**src/rtl/fifo_pkg.sv**
```systemverilog
// ---------------------------------------------------------------------------
// fifo_pkg
// Shared sizing, types and helpers for the synchronous FIFO controller.
//   SIZE    : address width of the storage array
//   DEPTH   : number of storage entries (2**SIZE)
//   ptr_t   : read/write pointer, SIZE address bits plus one wrap bit
//   cnt_t   : occupancy count, 0..DEPTH
//   addr_t  : storage address
//   ptr_full/ptr_empty : occupancy decode from a pair of pointers
// ---------------------------------------------------------------------------
package fifo_pkg;

    localparam int SIZE  = 4;
    localparam int DEPTH = 2 ** SIZE;

    typedef logic [SIZE:0]   ptr_t;
    typedef logic [SIZE:0]   cnt_t;
    typedef logic [SIZE-1:0] addr_t;

    // Same slot, different lap: the writer is exactly one lap ahead.
    function automatic logic ptr_full(input ptr_t wptr, input ptr_t rptr);
        return (wptr[SIZE-1:0] == rptr[SIZE-1:0]) && (wptr[SIZE] != rptr[SIZE]);
    endfunction

    // Same slot on the same lap: nothing is waiting to be read.
    function automatic logic ptr_empty(input ptr_t wptr, input ptr_t rptr);
        return wptr == rptr;
    endfunction

endpackage

```
**src/rtl/fifo_ctrl_if.sv**
```systemverilog
// ---------------------------------------------------------------------------
// fifo_ctrl_if
// Handshake and storage-side bundle of the FIFO controller.
//   master : producer/consumer side, drives wr_en, rd_en, flush, clr_err and
//            observes strobes, addresses, flags and count
//   slave  : the controller itself
// Signals:
//   wr_en, rd_en, flush, clr_err          requests into the controller
//   mem_we, mem_waddr, mem_re, mem_raddr  storage strobes and addresses
//   rd_valid                              storage read data valid
//   full, empty, almost_full, almost_empty, count   occupancy status
//   overflow, underflow                   sticky error flags
// ---------------------------------------------------------------------------
interface fifo_ctrl_if;
    import fifo_pkg::*;

    logic  wr_en;
    logic  rd_en;
    logic  flush;
    logic  clr_err;
    logic  mem_we;
    addr_t mem_waddr;
    logic  mem_re;
    addr_t mem_raddr;
    logic  rd_valid;
    logic  full;
    logic  empty;
    logic  almost_full;
    logic  almost_empty;
    cnt_t  count;
    logic  overflow;
    logic  underflow;

    modport master (
        output wr_en, rd_en, flush, clr_err,
        input  mem_we, mem_waddr, mem_re, mem_raddr, rd_valid,
        input  full, empty, almost_full, almost_empty, count,
        input  overflow, underflow
    );

    modport slave (
        input  wr_en, rd_en, flush, clr_err,
        output mem_we, mem_waddr, mem_re, mem_raddr, rd_valid,
        output full, empty, almost_full, almost_empty, count,
        output overflow, underflow
    );

endinterface

```
**src/rtl/fifo_ptr.sv**
```systemverilog
// ---------------------------------------------------------------------------
// fifo_ptr
// One FIFO pointer register (address bits plus wrap bit).
//   clk        : rising-edge clock
//   rst        : synchronous active-high reset, pointer -> 0
//   i_inc      : advance the pointer by one at the next edge
//   i_clr      : clear the pointer at the next edge (overrides i_inc)
//   o_ptr      : current registered pointer
//   o_ptrNext  : value the pointer takes at the next edge (ignoring rst),
//                exported so the owner can register flags from it
// ---------------------------------------------------------------------------
module fifo_ptr
    import fifo_pkg::*;
(
    input  logic clk,
    input  logic rst,
    input  logic i_inc,
    input  logic i_clr,
    output ptr_t o_ptr,
    output ptr_t o_ptrNext
);

    ptr_t r_ptr;
    ptr_t w_ptrNext;

    // Next pointer value; the wrap bit rolls over naturally at 2*DEPTH-1.
    always_comb begin
        w_ptrNext = r_ptr;
        if (i_clr) begin
            w_ptrNext = '0;
        end else if (i_inc) begin
            w_ptrNext = r_ptr + ptr_t'(1);
        end
    end

    // Pointer register.
    always_ff @(posedge clk) begin
        if (rst) begin
            r_ptr <= '0;
        end else begin
            r_ptr <= w_ptrNext;
        end
    end

    assign o_ptr     = r_ptr;
    assign o_ptrNext = w_ptrNext;

endmodule

```
**src/rtl/fifo_ctrl.sv**
```systemverilog
// ---------------------------------------------------------------------------
// fifo_ctrl
// Sequencing controller for a synchronous FIFO with a dual-port storage
// array holding DEPTH entries and a one-cycle read latency. Owns the read
// and write pointers and the occupancy count, generates storage strobes and
// addresses, and keeps registered full/empty/almost flags derived from the
// next-state pointers and count.
// Parameters:
//   AF_LEVEL : almost_full when count >= AF_LEVEL
//   AE_LEVEL : almost_empty when count <= AE_LEVEL
// Ports:
//   clk  : rising-edge clock
//   rst  : synchronous active-high reset (priority over flush)
//   bus  : fifo_ctrl_if.slave (requests in; strobes, flags, count out)
// ---------------------------------------------------------------------------
module fifo_ctrl
    import fifo_pkg::*;
#(
    parameter int AF_LEVEL = DEPTH - 2,
    parameter int AE_LEVEL = 2
) (
    input  logic       clk,
    input  logic       rst,
    fifo_ctrl_if.slave bus
);

    ptr_t w_wptr;
    ptr_t w_rptr;
    ptr_t w_wptrNext;
    ptr_t w_rptrNext;
    cnt_t w_countNext;
    logic w_wrOk;
    logic w_rdOk;

    cnt_t r_count;
    logic r_full;
    logic r_empty;
    logic r_almostFull;
    logic r_almostEmpty;
    logic r_rdValid;
    logic r_overflow;
    logic r_underflow;

    // Acceptance looks only at the registered flags, so a read on an empty
    // FIFO is refused even if a write lands in the same cycle (no fall-through).
    assign w_wrOk = bus.wr_en & ~r_full  & ~bus.flush;
    assign w_rdOk = bus.rd_en & ~r_empty & ~bus.flush;

    fifo_ptr u_wptr (
        .clk       (clk),
        .rst       (rst),
        .i_inc     (w_wrOk),
        .i_clr     (bus.flush),
        .o_ptr     (w_wptr),
        .o_ptrNext (w_wptrNext)
    );

    fifo_ptr u_rptr (
        .clk       (clk),
        .rst       (rst),
        .i_inc     (w_rdOk),
        .i_clr     (bus.flush),
        .o_ptr     (w_rptr),
        .o_ptrNext (w_rptrNext)
    );

    // Occupancy next state; a simultaneous accepted read and write cancel out.
    always_comb begin
        w_countNext = r_count;
        if (bus.flush) begin
            w_countNext = '0;
        end else begin
            w_countNext = r_count + cnt_t'(w_wrOk) - cnt_t'(w_rdOk);
        end
    end

    // Status flags are decoded from next-state pointers/count and registered,
    // so they describe the FIFO as it stands after each edge.
    always_ff @(posedge clk) begin
        if (rst) begin
            r_count       <= '0;
            r_full        <= 1'b0;
            r_empty       <= 1'b1;
            r_almostFull  <= 1'b0;
            r_almostEmpty <= 1'b1;
        end else begin
            r_count       <= w_countNext;
            r_full        <= ptr_full(w_wptrNext, w_rptrNext);
            r_empty       <= ptr_empty(w_wptrNext, w_rptrNext);
            r_almostFull  <= (w_countNext >= cnt_t'(AF_LEVEL));
            r_almostEmpty <= (w_countNext <= cnt_t'(AE_LEVEL));
        end
    end

    // Storage read data arrives one cycle after an accepted read; flush
    // already suppresses the read, so nothing is left in flight after it.
    always_ff @(posedge clk) begin
        if (rst) begin
            r_rdValid <= 1'b0;
        end else begin
            r_rdValid <= w_rdOk;
        end
    end

    // Sticky error flags. A new error in the same cycle as clr_err wins so
    // the event is never lost; flush deliberately leaves them alone.
    always_ff @(posedge clk) begin
        if (rst) begin
            r_overflow  <= 1'b0;
            r_underflow <= 1'b0;
        end else begin
            if (bus.wr_en && r_full) begin
                r_overflow <= 1'b1;
            end else if (bus.clr_err) begin
                r_overflow <= 1'b0;
            end
            if (bus.rd_en && r_empty) begin
                r_underflow <= 1'b1;
            end else if (bus.clr_err) begin
                r_underflow <= 1'b0;
            end
        end
    end

    assign bus.mem_we       = w_wrOk;
    assign bus.mem_waddr    = w_wptr[SIZE-1:0];
    assign bus.mem_re       = w_rdOk;
    assign bus.mem_raddr    = w_rptr[SIZE-1:0];
    assign bus.rd_valid     = r_rdValid;
    assign bus.full         = r_full;
    assign bus.empty        = r_empty;
    assign bus.almost_full  = r_almostFull;
    assign bus.almost_empty = r_almostEmpty;
    assign bus.count        = r_count;
    assign bus.overflow     = r_overflow;
    assign bus.underflow    = r_underflow;

endmodule

```
**src/flat_wrapper.sv**
```systemverilog
// flat-port wrapper written by rule: the top's interface ports become plain ports
module fifo_ctrl_flat import fifo_pkg::*;
#(
    parameter int AF_LEVEL = DEPTH - 2,
    parameter int AE_LEVEL = 2
)
  (clk, rst, bus_wr_en, bus_rd_en, bus_flush, bus_clr_err, bus_mem_we, bus_mem_waddr, bus_mem_re, bus_mem_raddr, bus_rd_valid, bus_full, bus_empty, bus_almost_full, bus_almost_empty, bus_count, bus_overflow, bus_underflow);
  fifo_ctrl_if bus_i ();
  input  logic clk;
  input  logic rst;
  input wire logic [$bits(bus_i.wr_en)-1:0] bus_wr_en;
  input wire logic [$bits(bus_i.rd_en)-1:0] bus_rd_en;
  input wire logic [$bits(bus_i.flush)-1:0] bus_flush;
  input wire logic [$bits(bus_i.clr_err)-1:0] bus_clr_err;
  output wire logic [$bits(bus_i.mem_we)-1:0] bus_mem_we;
  output wire logic [$bits(bus_i.mem_waddr)-1:0] bus_mem_waddr;
  output wire logic [$bits(bus_i.mem_re)-1:0] bus_mem_re;
  output wire logic [$bits(bus_i.mem_raddr)-1:0] bus_mem_raddr;
  output wire logic [$bits(bus_i.rd_valid)-1:0] bus_rd_valid;
  output wire logic [$bits(bus_i.full)-1:0] bus_full;
  output wire logic [$bits(bus_i.empty)-1:0] bus_empty;
  output wire logic [$bits(bus_i.almost_full)-1:0] bus_almost_full;
  output wire logic [$bits(bus_i.almost_empty)-1:0] bus_almost_empty;
  output wire logic [$bits(bus_i.count)-1:0] bus_count;
  output wire logic [$bits(bus_i.overflow)-1:0] bus_overflow;
  output wire logic [$bits(bus_i.underflow)-1:0] bus_underflow;
  assign bus_i.wr_en = bus_wr_en;
  assign bus_i.rd_en = bus_rd_en;
  assign bus_i.flush = bus_flush;
  assign bus_i.clr_err = bus_clr_err;
  assign bus_mem_we = bus_i.mem_we;
  assign bus_mem_waddr = bus_i.mem_waddr;
  assign bus_mem_re = bus_i.mem_re;
  assign bus_mem_raddr = bus_i.mem_raddr;
  assign bus_rd_valid = bus_i.rd_valid;
  assign bus_full = bus_i.full;
  assign bus_empty = bus_i.empty;
  assign bus_almost_full = bus_i.almost_full;
  assign bus_almost_empty = bus_i.almost_empty;
  assign bus_count = bus_i.count;
  assign bus_overflow = bus_i.overflow;
  assign bus_underflow = bus_i.underflow;
  fifo_ctrl #(.AF_LEVEL(AF_LEVEL), .AE_LEVEL(AE_LEVEL)) u_core (.clk(clk), .rst(rst), .bus(bus_i));
endmodule
```
**config.mk**
```make
export PLATFORM = sky130hd
export DESIGN_NAME = fifo_ctrl_flat
export DESIGN_NICKNAME = d
export VERILOG_FILES = /design/src/rtl/fifo_pkg.sv /design/src/rtl/fifo_ctrl_if.sv /design/src/rtl/fifo_ptr.sv /design/src/rtl/fifo_ctrl.sv /design/src/flat_wrapper.sv
export SDC_FILE = /design/constraint.sdc
export NUM_CORES = 1
export LEC_CHECK = 0
export BUFFER_PORTS_ARGS = -buffer_cell sky130_fd_sc_hd__buf_2
export CAP_MARGIN = 20
export CORE_ASPECT_RATIO = 1.25
export CORE_MARGIN = 4
export CORE_UTILIZATION = 45
export DETAILED_ROUTE_END_ITERATION = 8
export PLACE_DENSITY_LB_ADDON = 0.08
export RECOVER_POWER = 50
export SLEW_MARGIN = 20
export SYNTH_ARGS = -nofsm -noshare
export SYNTH_HDL_FRONTEND = slang
export SYNTH_HIERARCHICAL = 1
export SYNTH_SLANG_ARGS = --single-unit
```
**constraint.sdc**
```tcl
create_clock -name clk -period 4.1 [get_ports clk]
set_input_delay 0.41 -clock clk [delete_from_list [all_inputs] [get_ports clk]]
set_output_delay 0.41 -clock clk [all_outputs]
set_load 0.1 [all_outputs]
```
Yosys cells after proc, flatten, opt, wreduce, memory -nomap -nowiden. Cells that the tools add are included.

Bits in registers: 22. Input port bits: 6. Output and inout port bits: 22. Logic and storage cells: 39.

Add/subtract/negate cells: 4. Magnitude comparators: 2. Eq/ne operators: 3. Mux-type cells: 8. Bitwise logic cells: 7. Reduce and logical (&&, ||, !) cells: 5.

Operators by type and width (count): two-way mux 5 bit (5); adder 5 x 1 -> 5 bit (second input constant) (2); adder 5 x 1 -> 5 bit (1); == test 5 bit (1); >= comparator 5 x 4 -> 1 bit (second input constant) (1); less-or-equal comparator 5 x 2 -> 1 bit (second input constant) (1); subtractor 5 x 1 -> 5 bit (1); bitwise AND 1 bit (4); == test 4 bit (1); nonzero test 2 bit (2); logical AND 1 bit (3); two-way mux 1 bit (3); inverter 1 bit (3); inequality test 1 bit (1).

Logic depth before layout (Yosys ltp). Gate-level depths: netlist of the first run.

Depth after elaboration: 7. Mapped depth: 10. Depth with buffers taken out: 10.

Hierarchy. The synthesis of the first run kept the hierarchy.

Modules (own cells, without submodules): fifo_ptr (instances 2, cells each 31, area an instance 314.1 µm², seq. area each 100.1 µm²); fifo_ctrl (instances 1, cells each 65, area an instance 610.6 µm², seq. area each 240.2 µm²).

Least setup slack after synthesis of the first run. No wires, ideal clock.

Path type: reg2reg. Start: reg u_core.r_empty (netlist: u_core/bus.empty). End: reg u_core.r_almostFull (netlist: u_core/bus.almost_full). Library setup time: 70 ps. Data arrival time: 5515 ps. Required time: 4030 ps. Slack: -1485 ps. Stages on the path, launching flop included: 10. Clock period less this slack: 5585 ps. Path through: dfxtp_1 -> nor3b_1 -> ha_1 -> inv_1 -> ha_1 -> inv_1 -> fa_1 -> xor2_1 -> or4b_1 -> a21oi_1.

Longest elaborated chain between the ends: 6.

RTL lines: start, declared (line fifo_ctrl.sv:37) `logic r_empty;`; start signal, assigned (line fifo_ctrl.sv:89) `r_empty <= ptr_empty(w_wptrNext, w_rptrNext);`; inverter 1 bit (line fifo_ctrl.sv:47) `assign w_rdOk = bus.rd_en & ~r_empty & ~bus.flush;`; bitwise AND 1 bit (2 in series) (line fifo_ctrl.sv:47); via bus_mem_re (line flat_wrapper.sv:17) `output wire logic [$bits(bus_i.mem_re)-1:0] bus_mem_re;`; subtractor 5 x 1 -> 5 bit (line fifo_ctrl.sv:73) `w_countNext = r_count + cnt_t'(w_wrOk) - cnt_t'(w_rdOk);`; two-way mux 5 bit (line fifo_ctrl.sv:70) `if (bus.flush) begin`; >= comparator 5 x 4 -> 1 bit (line fifo_ctrl.sv:90) `r_almostFull <= (w_countNext >= cnt_t'(AF_LEVEL));`; end signal, assigned (line fifo_ctrl.sv:90); end, declared (line fifo_ctrl.sv:38) `logic r_almostFull;`.

The timed path passes the listed nets, and every way through them passes these cells. A chain may end at the register's enable or synchronous reset.

Final worst setup path of the first run.
Start: in bus_flush. End: reg u_core.r_almostFull (netlist: u_core/bus.almost_full).

Longest elaborated chain between the ends: 6. Elaborated cells between the ends (all ways): 7. Classes of those cells: add/sub (2); order compare (1); mux (1); bitwise (3).

RTL lines: start, declared (line flat_wrapper.sv:13) `input wire logic [$bits(bus_i.flush)-1:0] bus_flush;`; inverter 1 bit (line fifo_ctrl.sv:46, fifo_ctrl.sv:47); bitwise AND 1 bit (line fifo_ctrl.sv:46) `assign w_wrOk = bus.wr_en & ~r_full & ~bus.flush;`; adder 5 x 1 -> 5 bit (line fifo_ctrl.sv:73); subtractor 5 x 1 -> 5 bit (line fifo_ctrl.sv:73); two-way mux 5 bit * (line fifo_ctrl.sv:70); >= comparator 5 x 4 -> 1 bit * (line fifo_ctrl.sv:90).

Every way passes the cells marked *; elsewhere a longest branch is shown, timed or not.

==> flow_summary.yaml, run 1 <==
synthesis:
  ys_ff_latch: 22
  synth_ff_type: "dfxtp_1"
  synth_top_area_cell: "dfxtp_1"
  syn_avg_cell_area_um2: 9.75
  syn_area_um2: 1240
  yosys.cell_types.count: 31
  synthCells: 127
  yosysWarnings: 6
  synth_common_cells: "dfxtp_1 (22), nor2_1 (17), inv_1 (9), mux2_4 (8), nor3_1 (8)"
  synth.net_count: 141
  ys_seq_area_frac: 0.356
  synth_edf_count: 0
  yosysMostFrequentCell: "dfxtp_1"
  async_flop_share: 0
  synthTopCellsByArea: "dfxtp_1 (36%), mux2_4 (9.7%), ha_1 (7.1%), nor2_1 (5.2%), nor3b_1 (4.2%)"
  synth_top_area_share: 0.356
clock_network:
  clkLatencyLatePin_ns: 0.30
  cts_resized: 0
  clockBufferDepth: 2
  clk_pin_slew_ns: 0.11
  post-cts-setup-buffers: 0
  clock-sinks: 22
  root_buffer: "clkbuf_4"
  cts_hold_buffers: 0
  numCtsBuffers: 3
  cts_tree: "done"
  htree_levels: 1
setup_path:
  crit_path_max_incr_delay_ns: 0.91
  reg2reg_depth: 9
  worst-path-buf-inv: 3
  crit_start: "bus_flush"
  cp.arrival_ns: 3.47
  critPathSlowestCell: "nor3b_1"
  crit_path_start_kind: "primary input"
  worstSetupPathType: "primary input to register"
  critPathTopFamily: "simple AND/OR/NAND/NOR gates"
  critPathMaxFanout: 31
  cp-end-kind: "register"
  r2r-end: "u_core/bus.almost_full"
  crit_required_ns: 4.34
  crit_chain: "buf_2 > nor3b_1 > ha_1 > inv_1 > ha_1 > inv_1 > fa_1 > xor2_1 > or4b_1 > a21oi_1"
  r2r_start: "u_core/bus.empty"
  r2r_slack_ns: 0.93
routing:
  drtPass1Iterations: 4
  wl_per_cell_um: 13.2
  drt_wl_total_um: 2470
  drtAntennaViolNets: 0
  drc: 0
  viasPerCell: 5.15
  drtIter0Drc: 11
  num_vias: 968
floorplanning:
  core_um2: 2650
  fp.dieH_um: 66.7
  die_x_um: 54.9
  start_util: 0.467
  die_area_um2: 3660
  io-pin-count: 28
  row_count: 21
placement:
  dp_hpwl_um: 1910
  place.gp.congestion: 0.756
  io_buffers: 27
  dpl_cell_area_um2: 1410
finish:
  finalCoreUtilization: 0.527
  drive_above_1_share: 0.221
  fin_area_um2: 1400
  nets: 170
  syn_to_final_growth_pct: 12.9
  diodes: 0
  n_fill_cell: 263
grt:
  grt_pass1_wl_um: 4060
  grt.overflow.total: 0
  grt_max_degree: 32
  grt_pass1_vias: 947
  grtUsageTotal: 0.151
  antenna_found_initial: 0
hold_path:
  worstHoldStart: "bus_wr_en"
  hold_depth: 3
  hold_class: "primary input to register"
  min_delay_worst_endpoint: "u_core/bus.overflow"
sta:
  fin_crit_sh: 0.788
  rsz0062_at_grt: "no"
  finalSetupViolCount: 0
  hold_viol_final: 0
  slew_viol_final: 0
  fmax_ghz: 0.309
  worst_slew_pin_slew_ns: 1.16
  finalSetupTns_ns: 0
  skew_ns: 0.00431
  slew_headroom: 0.230
  period_needed_ns: 3.23
pwr:
  p_per_area_nw_per_um2: 288
  vdd_ir_drop_max_mv: 0.163
  leakagePower_nw: 0.598
outcome:
  status: "finished clean"
flow_run:
  maxCapViolations: 0
==> final cells by class <==
cell class,instances,area [um^2],share of cell area
clock buffer,3,22.5,0.0161
tap,34,42.5,0.0304
multi-input combinational,93,739,0.529
timing repair buffer,27,120,0.0859
sequential,22,440,0.315
inverter,9,33.8,0.0242
==> placed cells by master, fill, tap and decap left out, types with 2 or more instances in the layout <==
cell type,count
dfxtp_1,22
nor2_1,17
buf_2,15
clkbuf_1,12
inv_1,9
nor3_1,8
nor3b_1,7
ha_1,7
mux2_4,7
xnor2_1,5
xor2_1,5
a21oi_1,5
nor2b_1,5
clkbuf_4,3
and4_4,3
a22oi_1,2
a21bo_2,2
nand3b_1,2
mux2i_1,2
a211oi_1,2
==> per-layer routing <==
metal  share of wire  vias to the layer above  global-route usage  routed length [um]
met3           0.036                        2              0.0291                  89
li1                -                      497                   -                   -
met4          0.0065                        0              0.0547                  16
met5               0                        -                   0                   0
met2            0.53                       13               0.277                1320
met1            0.42                      456               0.165                1050
==> where the power goes <==
group / switching, mW / internal, mW / total, mW
clock network: 0.0598 / 0.0342 / 0.0940
logic: 0.0687 / 0.0187 / 0.0873
registers: 0.00314 / 0.219 / 0.222
==> logic make-up (layout without fill, tap and decap cells) <==
family | count (synthesis) | in the layout | synth area share
adder cells (fa/ha/maj) | 8 | 8 | 0.0869
XOR/XNOR | 10 | 10 | 0.0707
multiplexers | 10 | 10 | 0.113
buffers and inverters | 12 | 39 | 0.0424
flip-flops | 22 | 22 | 0.356
AND/OR/NAND/NOR | 50 | 50 | 0.244
AO/OA/AOI/OAI | 15 | 15 | 0.0869
==> stage by stage <==
step | instances | setup slack, ns | hold slack, ns | power, mW
final | 188 | 0.869 | 0.382 | 0.403
after global routing | 188 | 0.698 | 0.391 | 0.424
after CTS | 188 | 1.40 | 0.358 | 0.412
after detailed placement | 185 | 1.07 | 0.494 | 0.317
after global placement | 185 | 1.17 | 0.481 | 0.316
after floorplan | 127 | 0.154 | 0.482 | 0.299
==> state kept, by name, indices dropped and copies added, names as in the netlist <==
signal	cells
u_core/bus.empty	1
u_core/bus.almost_empty	1
u_core/u_wptr/o_ptr	5
u_core/bus.count	5
u_core/u_rptr/o_ptr	5
u_core/bus.underflow	1
u_core/bus.almost_full	1
u_core/bus.overflow	1
u_core/bus.rd_valid	1
u_core/bus.full	1
==> worst max-delay path by stage <==
stage                             end  depth (start not counted)
6_report       u_core/bus.almost_full                         10
2_1_floorplan  u_core/bus.almost_full                          7
3_3_place_gp   u_core/bus.almost_full                         10
5_1_grt        u_core/bus.almost_full                         10
4_1_cts        u_core/bus.almost_full                         10
3_5_place_dp   u_core/bus.almost_full                         10
==> worst reg2reg max path: cells and delay by family, from the launching register on <==
family,cells,cell delay [ns]
and+or+nand+nor,2,1.37
AOI/OAI and AO/OA,1,0.14
adders and majority gates,3,0.92
buffers and inverters,2,0.12
xor gates and xnor gates,1,0.20
DFF,1,0.36
Power figures use the tool's default switching activity.
==> run 2: changes to the inputs <==
==> constraint.sdc (replaced) <==
create_clock -name clk -period 2.9 [get_ports clk]
set_input_delay 0.29 -clock clk [delete_from_list [all_inputs] [get_ports clk]]
set_output_delay 0.29 -clock clk [all_outputs]
set_load 0.1 [all_outputs]
==> flow_summary.yaml, run 2 (synthesis gave the netlist of run 1 again) <==
outcome:
  status: "finished clean"
sta:
  slew_headroom: 0.226
  hold_viol_final: 0
  finalSetupTns_ns: 0
  fin_crit_sh: 0.838
  fin_ws_ns: 0.469
  fmax_ghz: 0.411
  slew_viol_final: 0
  period_needed_ns: 2.43
  rsz0062_at_grt: "no"
  worst_slew_pin_slew_ns: 1.17
  hold_ws_ns: 0.242
  finalSetupViolCount: 0
  skew_ns: 0.00391
floorplanning:
  io-pin-count: 28
  row_count: 21
  die_x_um: 54.9
  fp.dieH_um: 66.7
  core_um2: 2650
  start_util: 0.467
  die_area_um2: 3660
finish:
  finalCoreUtilization: 0.545
  diodes: 0
  n_fill_cell: 276
  final_common_cell: "dfxtp_1"
  nets: 172
  final_cells: 191
  fin_area_um2: 1450
  drive_above_1_share: 0.261
  mostFrequentLayoutCells: "dfxtp_1 (22), buf_2 (17), nor2_1 (17), clkbuf_1 (11), inv_1 (9)"
  syn_to_final_growth_pct: 16.7
clock_network:
  clock-sinks: 22
  post-cts-setup-buffers: 0
  numCtsBuffers: 3
  clockBufferDepth: 2
  cts_tree: "done"
  root_buffer: "clkbuf_4"
  cts_resized: 0
  cts_hold_buffers: 0
  htree_levels: 1
  clk_pin_slew_ns: 0.12
  clkLatencyLatePin_ns: 0.31
grt:
  grtUsageTotal: 0.153
  grt_max_degree: 30
  grt.overflow.total: 0
  antenna_found_initial: 0
  grt_pass1_wl_um: 4230
  grt_pass1_vias: 987
routing:
  drt_wl_total_um: 2390
  drtIter0Drc: 17
  viasPerCell: 5.16
  drtPass1Iterations: 3
  wl_per_cell_um: 12.5
  num_vias: 986
  drc: 0
  drtAntennaViolNets: 0
pwr:
  combPwrFrac: 0.206
  p_total_uw: 611
  leakagePower_nw: 0.623
  pwr-share-clk: 0.280
  p_sw_uw: 196
  p_per_area_nw_per_um2: 422
  swShare: 0.320
  p_int_uw: 415
  vdd_ir_drop_max_mv: 0.309
  seq_power_share: 0.514
placement:
  dp_hpwl_um: 1870
  dp_cells: 187
  dpl_cell_area_um2: 1450
  io_buffers: 27
  place_ws_ns: 0.521
  place.gp.congestion: 0.716
setup_path:
  cp-end-kind: "register"
  worstSetupPathType: "register to register"
  critPathMaxFanout: 8
  crit_required_ns: 3.14
  crit_path_start_kind: "register"
  cp.arrival_ns: 2.67
hold_path:
  hold_class: "primary input to register"
flow_run:
  maxCapViolations: 0
[run 2: final timing paths]
path / from / to / slack (ns) / depth (start not counted)
worst max-delay path: u_core/bus.empty / u_core/bus.full / 0.47 / 7
worst min-delay path: bus_rd_en / u_core/bus.underflow / 0.24 / 3
worst min register to register: u_core/bus.overflow / u_core/bus.overflow / 0.52 / 2
worst max register to register: u_core/bus.empty / u_core/bus.full / 0.47 / 7
[run 2: cell type report]
cell class	count	area, um^2	share of cell area
timing repair buffer	29	134	0.0926
tap	34	42.5	0.0294
clock buffer	4	36.3	0.0251
inverter	9	33.8	0.0234
multi-input combinational	93	758	0.525
sequential	22	440	0.305
[run 2: routing by layer]
| metal | part of all wire | global-route usage |
|---|---|---|
| met5 | 0 | 0 |
| met4 | 0.014 | 0.0547 |
| met3 | 0.049 | 0.0246 |
| met2 | 0.52 | 0.256 |
| met1 | 0.42 | 0.191 |
[run 2: power by group through the flow]
stage	logic [mW]	registers [mW]	clock network (mW)
2_1_floorplan	0.0512	0.373	0
3_3_place_gp	0.129	0.319	0
3_5_place_dp	0.130	0.320	0
4_1_cts	0.130	0.313	0.180
5_1_grt	0.136	0.315	0.189
6_report	0.126	0.314	0.171
[run 2: worst max-delay path, cell delays in order (launching register included)]
cell      delay [ns]
dfxtp_1         0.35
nor3b_1         0.27
clkbuf_1        0.35
and4_1          0.33
mux2_4          0.33
xor2_1          0.16
nor4_1          0.38
nor3b_1         0.21
